[src/rtl/rsa_pkg.sv]
// Shared types for the RSA box: FSM state encoding and modmul operand selection.
package rsa_pkg;

  localparam int RSA_WIDTH = 128;

  typedef enum logic [2:0] {
    ST_IDLE,
    ST_REDUCE,
    ST_TEST,
    ST_MUL,
    ST_SQR,
    ST_FINISH
  } mexp_state_t;

  typedef enum logic [1:0] {
    OP_REDUCE,
    OP_MUL,
    OP_SQR
  } mm_op_t;

endpackage

[src/rtl/mod_exp_engine_mod_mult.sv]
// Bit-serial interleaved modular multiplier: o_res = i_a * i_b mod i_m, MSB of a first.
module mod_mult #(
  parameter int WIDTH = 128
) (
  input  logic             clk,
  input  logic             reset,
  input  logic             i_start,
  input  logic [WIDTH-1:0] i_a,
  input  logic [WIDTH-1:0] i_b,
  input  logic [WIDTH-1:0] i_m,
  output logic             o_done,
  output logic [WIDTH-1:0] o_res
);

  localparam int CW = $clog2(WIDTH + 1);

  logic [WIDTH-1:0] r_a, r_b, r_m, r_r;
  logic [CW-1:0]    r_cnt;
  logic             r_done;
  logic [WIDTH+1:0] w_m, w_sum, w_s1, w_s2;

  // r < m and b < m bound 2r + b below 3m, so two trial subtractions always suffice
  always_comb begin
    w_m   = {2'b00, r_m};
    w_sum = {1'b0, r_r, 1'b0} + (r_a[WIDTH-1] ? {2'b00, r_b} : '0);
    w_s1  = (w_sum >= w_m) ? w_sum - w_m : w_sum;
    w_s2  = (w_s1 >= w_m) ? w_s1 - w_m : w_s1;
  end

  always_ff @(posedge clk) begin
    if (!reset) begin
      r_a    <= '0;
      r_b    <= '0;
      r_m    <= '0;
      r_r    <= '0;
      r_cnt  <= '0;
      r_done <= 1'b0;
    end else begin
      r_done <= 1'b0;
      if (i_start) begin
        r_a   <= i_a;
        r_b   <= i_b;
        r_m   <= i_m;
        r_r   <= '0;
        r_cnt <= CW'(WIDTH);
      end else if (r_cnt != '0) begin
        r_r   <= w_s2[WIDTH-1:0];
        r_a   <= r_a << 1;
        r_cnt <= r_cnt - 1'b1;
        if (r_cnt == CW'(1)) r_done <= 1'b1;
      end
    end
  end

  assign o_done = r_done;
  assign o_res  = r_r;

endmodule

[src/rtl/mod_exp_engine.sv]
// Right-to-left square-and-multiply modular exponentiation over one shared mod_mult.
module mod_exp_engine
  import rsa_pkg::*;
#(
  parameter int WIDTH = RSA_WIDTH
) (
  input  logic             clk,
  input  logic             reset,
  input  logic             start,
  input  logic [WIDTH-1:0] base,
  input  logic [WIDTH-1:0] exponent,
  input  logic [WIDTH-1:0] modulus,
  output logic             busy,
  output logic             done,
  output logic [WIDTH-1:0] result,
  output logic             error
);

  mexp_state_t      r_state;
  logic             r_go, r_busy, r_done, r_error;
  logic [WIDTH-1:0] r_base, r_exp, r_mod, r_acc, r_b, r_result;

  mm_op_t           w_op;
  logic [WIDTH-1:0] w_mm_a, w_mm_b, w_mm_res, w_e_sh, w_tst_exp;
  logic             w_mm_start, w_mm_done, w_special;
  mexp_state_t      w_tst_state;

  assign w_special  = (r_mod <= WIDTH'(1)) || (r_exp == '0);
  assign w_mm_start = r_go && !(r_state == ST_REDUCE && w_special);
  assign w_e_sh     = r_exp >> 1;

  always_comb begin
    unique case (r_state)
      ST_MUL:  w_op = OP_MUL;
      ST_SQR:  w_op = OP_SQR;
      default: w_op = OP_REDUCE;
    endcase
    unique case (w_op)
      OP_MUL:  begin w_mm_a = r_acc;  w_mm_b = r_b;        end
      OP_SQR:  begin w_mm_a = r_b;    w_mm_b = r_b;        end
      default: begin w_mm_a = r_base; w_mm_b = WIDTH'(1);  end
    endcase
  end

  // TEST is resolved combinationally in the cycle a REDUCE or SQR completes,
  // so every modmul costs exactly its own cycles and no extra decision cycle.
  always_comb begin
    if (r_exp[0]) begin
      w_tst_state = ST_MUL;
      w_tst_exp   = r_exp;
    end else begin
      w_tst_state = (w_e_sh == '0) ? ST_FINISH : ST_SQR;
      w_tst_exp   = w_e_sh;
    end
  end

  mod_mult #(.WIDTH(WIDTH)) u_mm (
    .clk     (clk),
    .reset   (reset),
    .i_start (w_mm_start),
    .i_a     (w_mm_a),
    .i_b     (w_mm_b),
    .i_m     (r_mod),
    .o_done  (w_mm_done),
    .o_res   (w_mm_res)
  );

  always_ff @(posedge clk) begin
    if (!reset) begin
      r_state  <= ST_IDLE;
      r_go     <= 1'b0;
      r_busy   <= 1'b0;
      r_done   <= 1'b0;
      r_error  <= 1'b0;
      r_base   <= '0;
      r_exp    <= '0;
      r_mod    <= '0;
      r_acc    <= '0;
      r_b      <= '0;
      r_result <= '0;
    end else begin
      r_done <= 1'b0;
      r_go   <= 1'b0;
      if (r_done) r_busy <= 1'b0;
      case (r_state)
        ST_IDLE: if (start && !r_busy) begin
          r_base  <= base;
          r_exp   <= exponent;
          r_mod   <= modulus;
          r_busy  <= 1'b1;
          r_go    <= 1'b1;
          r_state <= ST_REDUCE;
        end
        ST_REDUCE: begin
          if (r_go && w_special) begin
            r_done   <= 1'b1;
            r_error  <= (r_mod == '0);
            r_result <= (r_mod <= WIDTH'(1)) ? '0 : WIDTH'(1);
            r_state  <= ST_IDLE;
          end else if (w_mm_done) begin
            r_b     <= w_mm_res;
            r_acc   <= WIDTH'(1);
            r_exp   <= w_tst_exp;
            r_state <= w_tst_state;
            r_go    <= (w_tst_state != ST_FINISH);
          end
        end
        ST_SQR: if (w_mm_done) begin
          r_b     <= w_mm_res;
          r_exp   <= w_tst_exp;
          r_state <= w_tst_state;
          r_go    <= (w_tst_state != ST_FINISH);
        end
        ST_MUL: if (w_mm_done) begin
          r_acc   <= w_mm_res;
          r_exp   <= w_e_sh;
          r_state <= (w_e_sh == '0) ? ST_FINISH : ST_SQR;
          r_go    <= (w_e_sh != '0);
        end
        ST_FINISH: begin
          r_done   <= 1'b1;
          r_error  <= 1'b0;
          r_result <= r_acc;
          r_state  <= ST_IDLE;
        end
        default: r_state <= ST_IDLE;
      endcase
    end
  end

  assign busy   = r_busy;
  assign done   = r_done;
  assign result = r_result;
  assign error  = r_error;

endmodule

[config.mk]
export PLATFORM = sky130hd
export DESIGN_NAME = mod_exp_engine
export DESIGN_NICKNAME = d
export VERILOG_FILES = /design/src/rtl/rsa_pkg.sv /design/src/rtl/mod_exp_engine_mod_mult.sv /design/src/rtl/mod_exp_engine.sv
export SDC_FILE = /design/constraint.sdc
export NUM_CORES = 2
export LEC_CHECK = 0
export BUFFER_PORTS_ARGS = -buffer_cell sky130_fd_sc_hd__buf_2
export CORE_MARGIN = 2
export CORE_UTILIZATION = 41
export CTS_CLUSTER_SIZE = 40
export DETAILED_ROUTE_END_ITERATION = 10
export GPL_ROUTABILITY_DRIVEN = 0
export GPL_TIMING_DRIVEN = 1
export PLACE_DENSITY_LB_ADDON = 0.2
export SKIP_LAST_GASP = 1
export SLEW_MARGIN = 15
export SYNTH_ARGS = -nofsm -noshare
export SYNTH_HDL_FRONTEND = slang
export SYNTH_HIERARCHICAL = 1
export SYNTH_SLANG_ARGS = --single-unit
[constraint.sdc]
create_clock -name clk -period 11.2 [get_ports clk]
set_clock_uncertainty 0.1 [all_clocks]
set_input_delay 0.56 -clock clk [delete_from_list [all_inputs] [get_ports clk]]
set_output_delay 0.56 -clock clk [all_outputs]
set_load 0.02 [all_outputs]
==> run metrics <==
#FFs+latches synth=1296; Setup Viol. Count Final=0; Global Route Usage Sum=0.296; Crit. End Element=register; DRC Markers=0; grt ovf=0; site row count=161; Crit path required time=11780 ps; top fanout value on the critical path=11; critical path startpoint category=register; CP arrival=~12000 ps; Layout area overhead=26.4%; status=finished clean; core area=about 190000 um^2; critical path endpoint=u_mm/o_res[96]$_SDFFE_PP0P_; post-route setup TNS=0 ps; num ports=roughly 520; most frequent cells in the layout=nand2_1 (1648), dfxtp_1 (1295), a21oi_1 (1119); Relative slew margins=0.195; Post-synth top flop=dfxtp_1; Cells after Synth=10200; dpl hpwl=approximately 230000 um; CTS tree=done; clk root buf=clkbuf_16; fraction of registers with async set/reset=0; R2R Path Start=u_mm/r_a[127]$_SDFFE_PN0P_; Detail Route Antenna Nets=0; sequential share of the synthesized area=0.328; Post-Syn Area=79100 um^2; Final WS setup=264 ps; Hold Violations, Final=0; CP max stage delay=510 ps; fin util=0.520; Final Non-Filler Cells=14200; Cells after DPL=13600; worst reg2reg endpoint=u_mm/o_res[96]$_SDFFE_PP0P_; nets@finish=about 12000; Levels on crit path=roughly 50; Hold Path Class=in2reg; drt pass-1 iters=9; Final Cycle Share=0.976; Port Buffer Count=roughly 520; Power Total=about 38 mW; Mapped Avg Cell Area=a little under 8 um^2; WL/cell=between 20 and 25 um; syn nets=11000; LEAKAGE=between 40 and 50 nW; dpl ws=-657 ps; FF-to-FF path depth=49; max-slew violation count=0; H-tree levels=4; initial antenna violation count=27; critical path type=reg2reg; maxcap violations=0; Crit path max-delay family=compound AO/OA/AOI/OAI gates; clock transition at the registers of the reported paths=60 ps; via count=roughly 81000; reg2reg setup slack=around 260 ps; Via-to-Cell Ratio=5.71; DIE AREA=approximately 200000 um^2; maximum VDD drop=about 0.00026 V; Die Y-Extent=~440 um; proportion of layout cells with a drive suffix above 1=0.181; RSZ-0062 raised after global routing=yes; number of synthesized flops with an enable pin=0; CTS buffer count=between 100 and 150; clk sinks=roughly 1300; Crit path top cell by count=buf_4; Tightest Pin Transition=between 1000 and 1500 ps; clk_lat worst skew=about 840 ps; first-pass GRT wire length=457000 um; Die X=approximately 440 um; largest net degree at the start of global routing=approximately 260; Synth Warn #=6; Initial Utilization=0.412; initial DRC count=around 9500; final wirelength=307000 um; Cell variety after synth=between 90 and 100; Max Fclk=91.4 MHz; commonest non-fill, non-tap cell in the layout=nand2_1; Tmin final=roughly 11000 ps; slowest CP cell=or3b_2; power per cell area=377 nW/um^2; vias in the first global route=around 75000; Crit. Startpoint=u_mm/r_a[127]$_SDFFE_PN0P_; Buf/Inv on CP=12; Max clock buf depth=3
routing by layer:
layer / GRT usage / routed length, um / vias to the layer above
met1: 0.460 / 148000 / 38100
li1: - / - / 38900
met3: 0.0619 / 30900 / 509
met5: 0 / 58 / -
met4: 0.104 / 12200 / 12
met2: 0.391 / 116000 / 3889
final cells by class:
type,count,area [um^2]
Multi-Input combinational cell,7875,49800
Antenna cell,20,50.0
Sequential cell,1296,25900
Inverter,254,961
Fill cell,18400,92200
Clock inverter,58,757
Timing Repair Buffer,2004,15100
Clock buffer,205,4250
Tap cell,2526,3160
cells by family (layout without fill, tap and decap cells):
| kind of cell | Yosys count | after routing | synth area share |
|---|---|---|---|
| flip-flops | 1296 | 1296 | 0.328 |
| XOR/XNOR | 370 | 370 | 0.0410 |
| AND/OR/NAND/NOR | 3566 | 3566 | 0.214 |
| other | 0 | 20 | 0 |
| AO/OA/AOI/OAI | 3033 | 3033 | 0.238 |
| buffers and inverters | 1011 | 2521 | 0.0516 |
| adder cells (fa/ha/maj) | 388 | 388 | 0.0617 |
| multiplexers | 518 | 518 | 0.0664 |
tightest hold or removal path, stage by stage:
cell	delay, ps
buf_8	190
nand2_1	110
o21ai_0	60
power breakdown:
part / internal, mW / switching (mW)
Combinational: 12.6 / 14.5
Sequential: 5.10 / 0.489
Clock: 2.90 / 2.11
synth_stat cells, types with 47 or more instances:
cell / number / area share
clkbuf_1: 616 / 0.029
dfxtp_1: 1296 / 0.33
inv_1: 254 / 0.012
a22oi_1: 260 / 0.025
and2_1: 269 / 0.021
nand3_1: 351 / 0.022
a31oi_1: 88 / 0.0070
nand4_1: 157 / 0.012
a21oi_1: 1129 / 0.071
a22o_1: 129 / 0.014
nor3_1: 91 / 0.0058
o21bai_1: 100 / 0.0095
o21ai_0: 617 / 0.039
xor2_1: 149 / 0.016
nor2b_1: 429 / 0.034
nor2_1: 343 / 0.016
buf_2: 62 / 0.0039
a21o_1: 220 / 0.021
xnor2_1: 221 / 0.024
buf_1: 47 / 0.0022
ha_1: 385 / 0.061
a211oi_1: 131 / 0.012
nand2_1: 1651 / 0.078
mux2_2: 48 / 0.0068
nor4_1: 91 / 0.0072
nand2b_1: 53 / 0.0042
mux2i_1: 469 / 0.059
how the worst min path moves through the flow:
| stage | to | cells after the start | start |
|---|---|---|---|
| after floorplan | r_base[0]$_SDFFE_PN0P_ | 2 | r_base[0]$_SDFFE_PN0P_ |
| after global placement | r_base[119]$_SDFFE_PN0P_ | 2 | r_base[119]$_SDFFE_PN0P_ |
| after detailed placement | r_base[118]$_SDFFE_PN0P_ | 2 | r_base[118]$_SDFFE_PN0P_ |
| after CTS | r_exp[20]$_SDFFE_PN0P_ | 3 | exponent[20] |
| after global routing | u_mm/r_b[5]$_SDFFE_PN0P_ | 2 | reset |
| final | r_b[3]$_SDFFE_PN0P_ | 3 | reset |
flip-flops by register name, summed over array words and instances (netlist names), 3 cells and up:
signal	count
r_exp	128
r_mod	128
u_mm/r_a	128
result	128
u_mm/r_cnt	8
r_acc	128
r_b	128
u_mm/r_m	128
r_base	128
r_state	3
u_mm/o_res	128
u_mm/r_b	128
what timing repair did:
item / 4_1_cts / 5_1_grt
hold buffers: 364 / 0
cloned: 0 / 7
setup endpoints to repair: 128 / 128
gates resized for setup: 15 / 114
endpoints found under the hold margin: 364 / 0
buffers inserted: 0 / 8
pin swaps: 0 / 30
stage by stage:
step           area, um^2  hold WS (ps)
2_1_floorplan       79100           337
3_3_place_gp        90500           343
3_5_place_dp        90500           347
4_1_cts             99200          1.92
5_1_grt             99900          32.9
6_report           100000          49.5
Note: power is estimated with default switching activity, not from simulation.
